<file path="config.mk">
export PLATFORM = sky130hd
export DESIGN_NAME = img_scan_ctrl_flat
export DESIGN_NICKNAME = d
export VERILOG_FILES = /design/src/rtl/img_scan_ctrl_if.sv /design/src/rtl/img_scan_ctrl.sv /design/src/flat_wrapper.sv
export SDC_FILE = /design/constraint.sdc
export NUM_CORES = 1
export LEC_CHECK = 0
export CAP_MARGIN = 25
export CORE_MARGIN = 5
export CORE_UTILIZATION = 35
export CTS_BUF_LIST = sky130_fd_sc_hd__clkbuf_2
export DETAILED_ROUTE_END_ITERATION = 10
export PLACE_DENSITY = 0.66
export SLEW_MARGIN = 10
export SYNTH_ARGS = -nofsm -noshare
export SYNTH_HDL_FRONTEND = slang
export SYNTH_SLANG_ARGS = --single-unit
</file>
<file path="constraint.sdc">
create_clock -name clk -period 6.6 [get_ports clk]
set_input_delay 1.32 -clock clk [delete_from_list [all_inputs] [get_ports clk]]
set_output_delay 1.32 -clock clk [all_outputs]
set_load 0.05 [all_outputs]
</file>
<file path="src/rtl/img_scan_ctrl_if.sv">
// Image storage read bus and RGB pixel stream between img_scan_ctrl (master) and its
// memory/downstream consumer (slave).
interface img_scan_ctrl_if #(
  parameter int ADDR_W = 12
);
  logic              mem_rd;
  logic [ADDR_W-1:0] mem_addr;
  logic [7:0]        mem_data;
  logic [7:0]        pix_r;
  logic [7:0]        pix_g;
  logic [7:0]        pix_b;
  logic [8:0]        pix_x;
  logic [8:0]        pix_y;
  logic              pix_valid;
  logic              pix_ready;
  logic              pix_sof;
  logic              pix_eol;

  modport master (
    output mem_rd, mem_addr, pix_r, pix_g, pix_b, pix_x, pix_y,
           pix_valid, pix_sof, pix_eol,
    input  mem_data, pix_ready
  );

  modport slave (
    input  mem_rd, mem_addr, pix_r, pix_g, pix_b, pix_x, pix_y,
           pix_valid, pix_sof, pix_eol,
    output mem_data, pix_ready
  );
endinterface

</file>
<file path="src/rtl/img_scan_ctrl.sv">
// Raster-scan controller: reads 3 bytes per pixel from image storage and streams RGB pixels.
// Define IMG_SCAN_BOTTOM_UP_EN when rows are stored bottom-up in memory.
module img_scan_ctrl #(
  parameter int WIDTH  = 32,
  parameter int HEIGHT = 32,
  parameter int ADDR_W = 12
) (
  input  logic           clk,
  input  logic           rst_n,
  input  logic           start,
  input  logic           abort,
  output logic           busy,
  output logic           done,
  img_scan_ctrl_if.master bus
);

  // state  | meaning
  // IDLE   | waiting for start
  // RD_R   | read red byte (base+0)
  // RD_G   | read green byte (base+1), capture red
  // RD_B   | read blue byte (base+2), capture green
  // CAP    | capture blue
  // OUT    | present pixel until pix_ready
  typedef enum logic [2:0] {IDLE, RD_R, RD_G, RD_B, CAP, OUT} state_t;

  localparam int ROW_BYTES = WIDTH * 3;

  state_t            state, state_nx;
  logic [8:0]        x, y;
  logic [7:0]        r_q, g_q, b_q;
  logic [ADDR_W-1:0] row_idx, base, offset;
  logic              rd, valid, go, accept, last_pix;

  // start coinciding with the done pulse must not launch another frame
  assign go       = (state == IDLE) && start && !abort && !done;
  assign accept   = (state == OUT) && bus.pix_ready && !abort;
  assign last_pix = (x == 9'(WIDTH - 1)) && (y == 9'(HEIGHT - 1));

`ifdef IMG_SCAN_BOTTOM_UP_EN
  assign row_idx = ADDR_W'(HEIGHT - 1) - ADDR_W'(y);
`else
  assign row_idx = ADDR_W'(y);
`endif
  assign base = ADDR_W'(ROW_BYTES) * row_idx + ADDR_W'(3) * ADDR_W'(x);

  always_ff @(posedge clk or negedge rst_n) begin
    if (!rst_n) state <= IDLE;
    else        state <= state_nx;
  end

  always_comb begin
    state_nx = state;
    if (abort && state != IDLE) begin
      state_nx = IDLE;
    end else begin
      case (state)
        IDLE:    if (go) state_nx = RD_R;
        RD_R:    state_nx = RD_G;
        RD_G:    state_nx = RD_B;
        RD_B:    state_nx = CAP;
        CAP:     state_nx = OUT;
        OUT:     if (bus.pix_ready) state_nx = last_pix ? IDLE : RD_R;
        default: state_nx = IDLE;
      endcase
    end
  end

  always_comb begin
    rd     = 1'b0;
    offset = '0;
    valid  = 1'b0;
    busy   = (state != IDLE);
    case (state)
      RD_R:    rd = 1'b1;
      RD_G:    begin rd = 1'b1; offset = ADDR_W'(1); end
      RD_B:    begin rd = 1'b1; offset = ADDR_W'(2); end
      OUT:     valid = 1'b1;
      default: ;
    endcase
  end

  always_ff @(posedge clk or negedge rst_n) begin
    if (!rst_n) begin
      x    <= '0;
      y    <= '0;
      r_q  <= '0;
      g_q  <= '0;
      b_q  <= '0;
      done <= 1'b0;
    end else begin
      done <= accept && last_pix;
      if (go) begin
        x <= '0;
        y <= '0;
      end else if (accept) begin
        if (last_pix) begin
          x <= '0;
          y <= '0;
        end else if (x < 9'(WIDTH - 1)) begin
          x <= x + 9'd1;
        end else begin
          x <= '0;
          y <= y + 9'd1;
        end
      end
      // memory returns data one cycle after the strobe
      if (state == RD_G) r_q <= bus.mem_data;
      if (state == RD_B) g_q <= bus.mem_data;
      if (state == CAP)  b_q <= bus.mem_data;
    end
  end

  assign bus.mem_rd    = rd;
  assign bus.mem_addr  = rd ? base + offset : '0;
  assign bus.pix_r     = r_q;
  assign bus.pix_g     = g_q;
  assign bus.pix_b     = b_q;
  assign bus.pix_x     = x;
  assign bus.pix_y     = y;
  assign bus.pix_valid = valid;
  assign bus.pix_sof   = valid && (x == 9'd0) && (y == 9'd0);
  assign bus.pix_eol   = valid && (x == 9'(WIDTH - 1));

endmodule

</file>
<file path="src/flat_wrapper.sv">
// flat-port wrapper written by rule: the top's interface ports become plain ports
module img_scan_ctrl_flat 
#(
  parameter int WIDTH  = 32,
  parameter int HEIGHT = 32,
  parameter int ADDR_W = 12
)
  (clk, rst_n, start, abort, busy, done, bus_mem_rd, bus_mem_addr, bus_pix_r, bus_pix_g, bus_pix_b, bus_pix_x, bus_pix_y, bus_pix_valid, bus_pix_sof, bus_pix_eol, bus_mem_data, bus_pix_ready);
  img_scan_ctrl_if #(.ADDR_W(ADDR_W)) bus_i ();
  input  logic clk;
  input  logic rst_n;
  input  logic start;
  input  logic abort;
  output logic busy;
  output logic done;
  output wire logic [$bits(bus_i.mem_rd)-1:0] bus_mem_rd;
  output wire logic [$bits(bus_i.mem_addr)-1:0] bus_mem_addr;
  output wire logic [$bits(bus_i.pix_r)-1:0] bus_pix_r;
  output wire logic [$bits(bus_i.pix_g)-1:0] bus_pix_g;
  output wire logic [$bits(bus_i.pix_b)-1:0] bus_pix_b;
  output wire logic [$bits(bus_i.pix_x)-1:0] bus_pix_x;
  output wire logic [$bits(bus_i.pix_y)-1:0] bus_pix_y;
  output wire logic [$bits(bus_i.pix_valid)-1:0] bus_pix_valid;
  output wire logic [$bits(bus_i.pix_sof)-1:0] bus_pix_sof;
  output wire logic [$bits(bus_i.pix_eol)-1:0] bus_pix_eol;
  input wire logic [$bits(bus_i.mem_data)-1:0] bus_mem_data;
  input wire logic [$bits(bus_i.pix_ready)-1:0] bus_pix_ready;
  assign bus_mem_rd = bus_i.mem_rd;
  assign bus_mem_addr = bus_i.mem_addr;
  assign bus_pix_r = bus_i.pix_r;
  assign bus_pix_g = bus_i.pix_g;
  assign bus_pix_b = bus_i.pix_b;
  assign bus_pix_x = bus_i.pix_x;
  assign bus_pix_y = bus_i.pix_y;
  assign bus_pix_valid = bus_i.pix_valid;
  assign bus_pix_sof = bus_i.pix_sof;
  assign bus_pix_eol = bus_i.pix_eol;
  assign bus_i.mem_data = bus_mem_data;
  assign bus_i.pix_ready = bus_pix_ready;
  img_scan_ctrl #(.WIDTH(WIDTH), .HEIGHT(HEIGHT), .ADDR_W(ADDR_W)) u_core (.clk(clk), .rst_n(rst_n), .start(start), .abort(abort), .busy(busy), .done(done), .bus(bus_i));
endmodule
</file>
Word level (Yosys, flattened, before mapping)
Cells that the tools add are included.
- output and inout port bits: 60
- input bits: 13
- word-level logic and storage cells: 62
- bits in registers: 46
- magnitude comparators: 1
- reduce and logical (&&, ||, !) cells: 21
- muxes and demuxes: 17
- multiply operators: 2
- add/subtract/negate cells: 4
- equal/unequal tests: 10
- operators with widths (kind ; number):
    $mux 9 ; 8
    $add 9x1->9 const B ; 2
    $eq 9x5->1 const B ; 2
    $logic_not 9->1 ; 2
    $pmux 3 s6 ; 1
    $add 12x11->12 ; 1
    $add 12x2->12 ; 1
    $mux 12 ; 1
    $logic_and 1x1->1 ; 11
    $mul 2x9->11 const A ; 1
    $lt 9x5->1 const B ; 1
    $mul 2x9->7 const A ; 1
    $mux 3 ; 3
    $eq 3x2->1 const B ; 2
    $eq 3x3->1 const B ; 2
    $pmux 2 s2 ; 1
    $reduce_and 2->1 ; 2
    $eq 3x1->1 const B ; 1
    $logic_not 3->1 ; 1
    $mux 1 ; 3
    $ne 3x1->1 const B ; 1
    $ne 3x2->1 const B ; 1
    $ne 3x3->1 const B ; 1
    $reduce_bool 3->1 ; 1
    other kinds (3) ; 4

Longest topological paths before layout
- depth after elaboration: 7
- mapped depth: 13

Least setup slack after synthesis
Ideal clock, no wire load.
- path type: register to output
- from: reg u_core.y[0] (netlist: u_core.bus.pix_y[0])
- to: out bus_mem_addr[10]
- arrival time: 4.204 ns
- slack: 1.076 ns
- path buffers: 0
- cell stages (with the launch flop): 12
- path through: dfrtp_1 > ha_1 > inv_1 > fa_1 > inv_1 > fa_1 > ha_1 > a21o_1 > a21o_1 > a21oi_1 > a21oi_1 > nor3b_1
- cells in the longest elaborated chain, start to end: 4
- RTL lines (item ; RTL line ; source):
    from (decl) ; img_scan_ctrl.sv:29 ; logic [8:0] x, y;
    from (signal assigned) ; img_scan_ctrl.sv:103 ; y <= y + 9'd1;
    $mul 2x9->7 ; img_scan_ctrl.sv:44 ; assign base = ADDR_W'(ROW_BYTES) * row_idx + ADDR_W'(3) * ADDR_W'(x);
    $add 12x11->12 ; img_scan_ctrl.sv:44 ;
    $add 12x2->12 ; img_scan_ctrl.sv:114 ; assign bus.mem_addr = rd ? base + offset : '0;
    $mux 12 ; img_scan_ctrl.sv:114 ;
    to (decl) ; flat_wrapper.sv:17 ; output wire logic [$bits(bus_i.mem_addr)-1:0] bus_mem_addr;
Every way passes these cells.

Worst setup path in the final report
- from: reg u_core.state[2]
- to: out bus_mem_addr[11]
- cells in the longest elaborated chain, start to end: 4
- elaborated cells on any way between the ends: 8
- classes of those cells: add/sub: 1; eq/ne: 3; mux: 3; reduce/logical: 1
- RTL lines (item ; RTL line ; source):
    from (decl) ; img_scan_ctrl.sv:28 ; state_t state, state_nx;
    from (signal assigned) ; img_scan_ctrl.sv:48 ; else state <= state_nx;
    $eq 3x2->1 / $eq 3x1->1 (equally long branches) ; img_scan_ctrl.sv:73 ; case (state)
    $pmux 2 s2 / $reduce_or 3->1 (equally long branches) ; - ;
    $add 12x2->12 / $mux 1 (equally long branches) ; img_scan_ctrl.sv:114, img_scan_ctrl.sv:73 ;
    $mux 12 * ; img_scan_ctrl.sv:114 ;
Every way passes the cells marked *; elsewhere a longest branch is shown, timed or not.

==> flow_summary.rst <==
.. list-table::
   :header-rows: 1

   * - Metric
     - Value
   * - Nature of the critical path startpoint
     - register
   * - Post CTS Setup Buffer Count
     - 0
   * - Layout overhead on the synthesized area
     - 26.9%
   * - Clk buf depth
     - 2
   * - Worst VDD drop
     - 0.139 mV
   * - Share of total power consumed by net switching
     - roughly 53%
   * - Final worst-path cycle share
     - approximately nine tenths
   * - Count of vias placed by the detailed router
     - around 2.8k
   * - Count of unresolved DRC violations after routing
     - 0
   * - Diodes inserted
     - 0
   * - Cell at the root of the clock tree
     - sky130_fd_sc_hd__clkbuf_2
   * - Most numerous cell on the critical path
     - sky130_fd_sc_hd__fa_1
   * - Reported net switching power
     - between 800 and 900 uW
   * - Register bit total from synthesis
     - 46
   * - Vias per Instance
     - ~5.1
   * - Die span in x
     - about 110 um
   * - HPWL after DPL
     - around 6.7 mm
   * - Slew at the pin closest to its max-slew limit
     - 0.543 ns
   * - Mapped cell area
     - ~0.0034 mm^2
   * - Count of final setup violators
     - 0
   * - Placeable Area
     - around 0.0096 mm^2
   * - Number of max-cap violations
     - 0
   * - Required time at the endpoint of the critical path
     - 5.28 ns
   * - Nature of the critical path endpoint
     - output pin
   * - Worst reg2reg startpoint
     - u_core.bus.pix_x[5]
   * - F_max
     - between 150 and 200 MHz
   * - GRT Util Overall
     - between 10% and 20%
   * - Clock transition time at the flip-flop clock pins of the worst setup and hold paths
     - ~0.22 ns
   * - Power density normalized to cell area
     - around 380 mW/mm^2
   * - Power Internal
     - about 770 uW
   * - Share of flip-flops with an asynchronous set or reset after synthesis
     - 100%
   * - Fin crit period
     - ~6 ns
   * - Starting Density
     - 35.3%
   * - Largest net degree at the start of global routing
     - between 40 and 50
   * - R2R Path End
     - u_core.bus.pix_x[4]
   * - Number of clock buffers inserted by TritonCTS
     - 5
   * - Clock Skews
     - roughly 0.014 ns
   * - Critical path, cell by cell
     - nand3b_1 -> clkinv_1 -> fa_1 -> ha_1 -> inv_1 -> fa_1 -> nand2b_1 -> a21oi_1 -> o211ai_1 -> nor4b_1 -> nor3_1 -> clkdlybuf4s50_1
   * - Number of hold buffers added after cts
     - 0
   * - Std-Cell Rows
     - 36
   * - Crit path max-delay cell type
     - sky130_fd_sc_hd__clkdlybuf4s50_1
   * - Leakage Power
     - around 0.0019 uW
   * - Max stage delay on crit path
     - between 0.8 and 0.9 ns
   * - Final weighted congestion of routability-driven global placement
     - about 0.86
   * - Final setup TNS
     - 0 ns
   * - Setup repair after global routing missed its margin
     - false
   * - Worst-Skew Late Latency
     - about 0.42 ns
   * - Worst r2r path cells
     - 7
   * - Number of enable flip-flop cells after synthesis
     - 0
   * - Number of distinct library cells after synthesis
     - 57
   * - Die boundary height
     - about 110 um
   * - IO Pins
     - 73
   * - Number of I/O port buffers
     - between 70 and 80
   * - CTS tree
     - yes
   * - Cell area reported after detailed placement
     - around 0.0042 mm^2
   * - Worst hold path type
     - reg2reg
   * - Buffering stage count on the worst path with inverters included
     - 3
   * - Worst reg2reg setup slack
     - roughly 4.3 ns
   * - Post-detailed-routing wire length
     - roughly 8.5 mm
   * - Status
     - finished, final reports clean
   * - H-tree lvl count
     - 2
   * - Synth Net Count
     - around 400
   * - Combinational power share
     - 65.0%
   * - Number of global-route vias before repair
     - just under 3k
   * - DRC marker count from the first detailed-route iteration
     - around 160
   * - Critical path peak fanout
     - 10
   * - Share of cells above drive strength 1
     - roughly 8.9%
   * - Top delay family on crit path
     - buffers and inverters
   * - Number of antenna violations at the first check in global routing
     - 0
   * - Die Outline Area
     - approximately 0.012 mm^2
   * - Ys flop type
     - sky130_fd_sc_hd__dfrtp_1
   * - Area fraction of the dominant cell type after synthesis
     - between 30% and 40%
   * - Number of resized instances in the post-cts repair step
     - 0
   * - Grt total ovfl
     - 0
   * - Tightest slew margin relative to the limit
     - 63.7%
   * - Crit path launch
     - u_core.state[2]
   * - Cells after synthesis
     - 354
   * - First-pass GRT wire length
     - about 14 mm
   * - Number of routed nets with antenna violations
     - 0
   * - Clock Sink Count
     - between 40 and 50
   * - Final number of hold-violating endpoints
     - 0
   * - Logic depth of the worst path, buffers included
     - 12
   * - Worst path arrival time
     - roughly 4.7 ns
   * - First-pass iteration count of the detailed router
     - 4
   * - Mean area per synthesized cell
     - 9.57 um^2
   * - Wirelength per Cell
     - between 15 and 20 um
   * - Sequential cell area fraction in the yosys report
     - around a third
   * - Proportion of power drawn by the clock network
     - under 10%
   * - Capture point of the worst path
     - bus_mem_addr[11]
   * - Seq pwr share
     - 27.4%
   * - Final design instance area without fill
     - about 0.0043 mm^2
   * - Largest cells by area after synthesis
     - sky130_fd_sc_hd__dfrtp_1 34%, sky130_fd_sc_hd__ha_1 14%, sky130_fd_sc_hd__mux2_2 5.3%
   * - Cell type with the highest aggregate area in the netlist
     - sky130_fd_sc_hd__dfrtp_1
   * - Max-slew violation total from the final report
     - 0
   * - Critical setup path kind
     - reg2out
   * - Layout net count
     - between 400 and 500
   * - Synth warnings
     - 0
-- state kept, by name (all words and copies together) (netlist names) --
signal            count
u_core.done           1
u_core.bus.pix_g      8
u_core.bus.pix_b      8
u_core.bus.pix_y      9
u_core.bus.pix_x      9
u_core.bus.pix_r      8
u_core.state          3
-- cells by family (layout without fill, tap and decap cells) --
logic type	Yosys count	in the layout	synth area share [%]
AOI/OAI and AO/OA	68	68	13.6
adders and majority gates	45	45	18.2
xor gates and xnor gates	13	13	3.36
and+or+nand+nor	129	129	20.9
muxes	17	17	5.61
DFF	46	46	34.0
buffers and inverters	36	110	4.43
-- power by group through the flow --
stage | combinational (uW) | sequential (uW) | clock (uW)
after floorplan | 415 | 742 | 0
after global placement | 1040 | 446 | 0
after detailed placement | 1060 | 452 | 0
after CTS | 1060 | 445 | 128
after global routing | 1120 | 459 | 139
final | 1050 | 444 | 122
-- cells in the mapped netlist, types with 2 or more instances --
library cell                 n
sky130_fd_sc_hd__nand4_1     6
sky130_fd_sc_hd__a21o_1      7
sky130_fd_sc_hd__nor3_1      5
sky130_fd_sc_hd__inv_1      26
sky130_fd_sc_hd__a21oi_1    16
sky130_fd_sc_hd__nor2b_1     3
sky130_fd_sc_hd__clkinv_1    2
sky130_fd_sc_hd__a211oi_1    3
sky130_fd_sc_hd__nand2_1    42
sky130_fd_sc_hd__nand2b_1    3
sky130_fd_sc_hd__fa_1        7
sky130_fd_sc_hd__or4_1       3
sky130_fd_sc_hd__nor3b_1     3
sky130_fd_sc_hd__a31oi_1     2
sky130_fd_sc_hd__o21ai_0     4
sky130_fd_sc_hd__or2_1       2
sky130_fd_sc_hd__ha_1       38
sky130_fd_sc_hd__clkbuf_1    3
sky130_fd_sc_hd__a22o_1      3
sky130_fd_sc_hd__mux2_2     16
sky130_fd_sc_hd__nand3b_1    3
sky130_fd_sc_hd__o21ai_1    11
sky130_fd_sc_hd__nand3_1     9
sky130_fd_sc_hd__nor4b_1     2
sky130_fd_sc_hd__or3_1       4
sky130_fd_sc_hd__xnor2_1    10
sky130_fd_sc_hd__o211ai_1    8
sky130_fd_sc_hd__o2111ai_1   2
sky130_fd_sc_hd__and3_1      2
sky130_fd_sc_hd__or3_4       2
sky130_fd_sc_hd__and2_1      5
sky130_fd_sc_hd__o21a_1      4
sky130_fd_sc_hd__nor4_1      2
sky130_fd_sc_hd__buf_2       3
sky130_fd_sc_hd__xor2_1      3
sky130_fd_sc_hd__nor2_1     24
sky130_fd_sc_hd__dfrtp_1    46
-- metal layers --
metal	part of all wire [%]	up-vias	global-route usage (%)	routed length, um
li1	-	1390	-	-
met1	44	1390	20.1	3790
met2	50	61	25.4	4220
met3	4.7	8	2.69	405
met4	1.3	0	3.52	113
met5	0	-	0	0
-- layout make-up --
| class | count | area (um^2) |
|---|---|---|
| fill | 941 | 5300 |
| multi-input combinational | 272 | 2090 |
| clock buffer | 5 | 25.0 |
| sequential | 46 | 1150 |
| tap | 133 | 166 |
| timing repair buffer | 74 | 743 |
| inverter | 28 | 105 |
| clock inverter | 3 | 21.3 |
-- worst min path at each step --
stage | from | endpoint | cells past startpoint
6_report | u_core.bus.pix_g[4] | u_core.bus.pix_g[4] | 2
4_1_cts | u_core.bus.pix_g[4] | u_core.bus.pix_g[4] | 2
2_1_floorplan | u_core.state[2] | u_core.state[1] | 2
5_1_grt | u_core.bus.pix_g[5] | u_core.bus.pix_g[5] | 2
3_5_place_dp | u_core.bus.pix_g[4] | u_core.bus.pix_g[4] | 2
3_3_place_gp | u_core.bus.pix_g[2] | u_core.bus.pix_g[2] | 2
-- worst reg2reg max path: stages, from the launching register on --
cell	delay [ns]
sky130_fd_sc_hd__dfrtp_1	0.56
sky130_fd_sc_hd__inv_1	0.18
sky130_fd_sc_hd__ha_1	0.23
sky130_fd_sc_hd__and4_1	0.21
sky130_fd_sc_hd__o21ai_1	0.41
sky130_fd_sc_hd__nand4_1	0.21
sky130_fd_sc_hd__or4_1	0.42
sky130_fd_sc_hd__o21ai_1	0.08
-- cell usage in the layout (no fill, tap or decap), types with 7 or more instances in the layout --
cell / instances
sky130_fd_sc_hd__a21o_1: 7
sky130_fd_sc_hd__a21oi_1: 16
sky130_fd_sc_hd__clkdlybuf4s50_1: 71
sky130_fd_sc_hd__dfrtp_1: 46
sky130_fd_sc_hd__fa_1: 7
sky130_fd_sc_hd__ha_1: 38
sky130_fd_sc_hd__inv_1: 26
sky130_fd_sc_hd__mux2_2: 16
sky130_fd_sc_hd__nand2_1: 42
sky130_fd_sc_hd__nand3_1: 9
sky130_fd_sc_hd__nor2_1: 24
sky130_fd_sc_hd__o211ai_1: 8
sky130_fd_sc_hd__o21ai_1: 11
sky130_fd_sc_hd__xnor2_1: 10
-- through the flow --
step	total power (uW)	setup slack, ns	hold slack (ns)	instances	util [%]
6_report	1620	0.624	0.516	561	44.8
5_1_grt	1720	0.296	0.546	561	44.8
4_1_cts	1630	0.581	0.515	560	44.6
3_5_place_dp	1510	1.10	0.466	552	44.1
3_3_place_gp	1490	1.21	0.462	552	44.1
2_1_floorplan	1160	1.08	0.577	354	-
No activity file was read; power rests on OpenSTA's default activity.
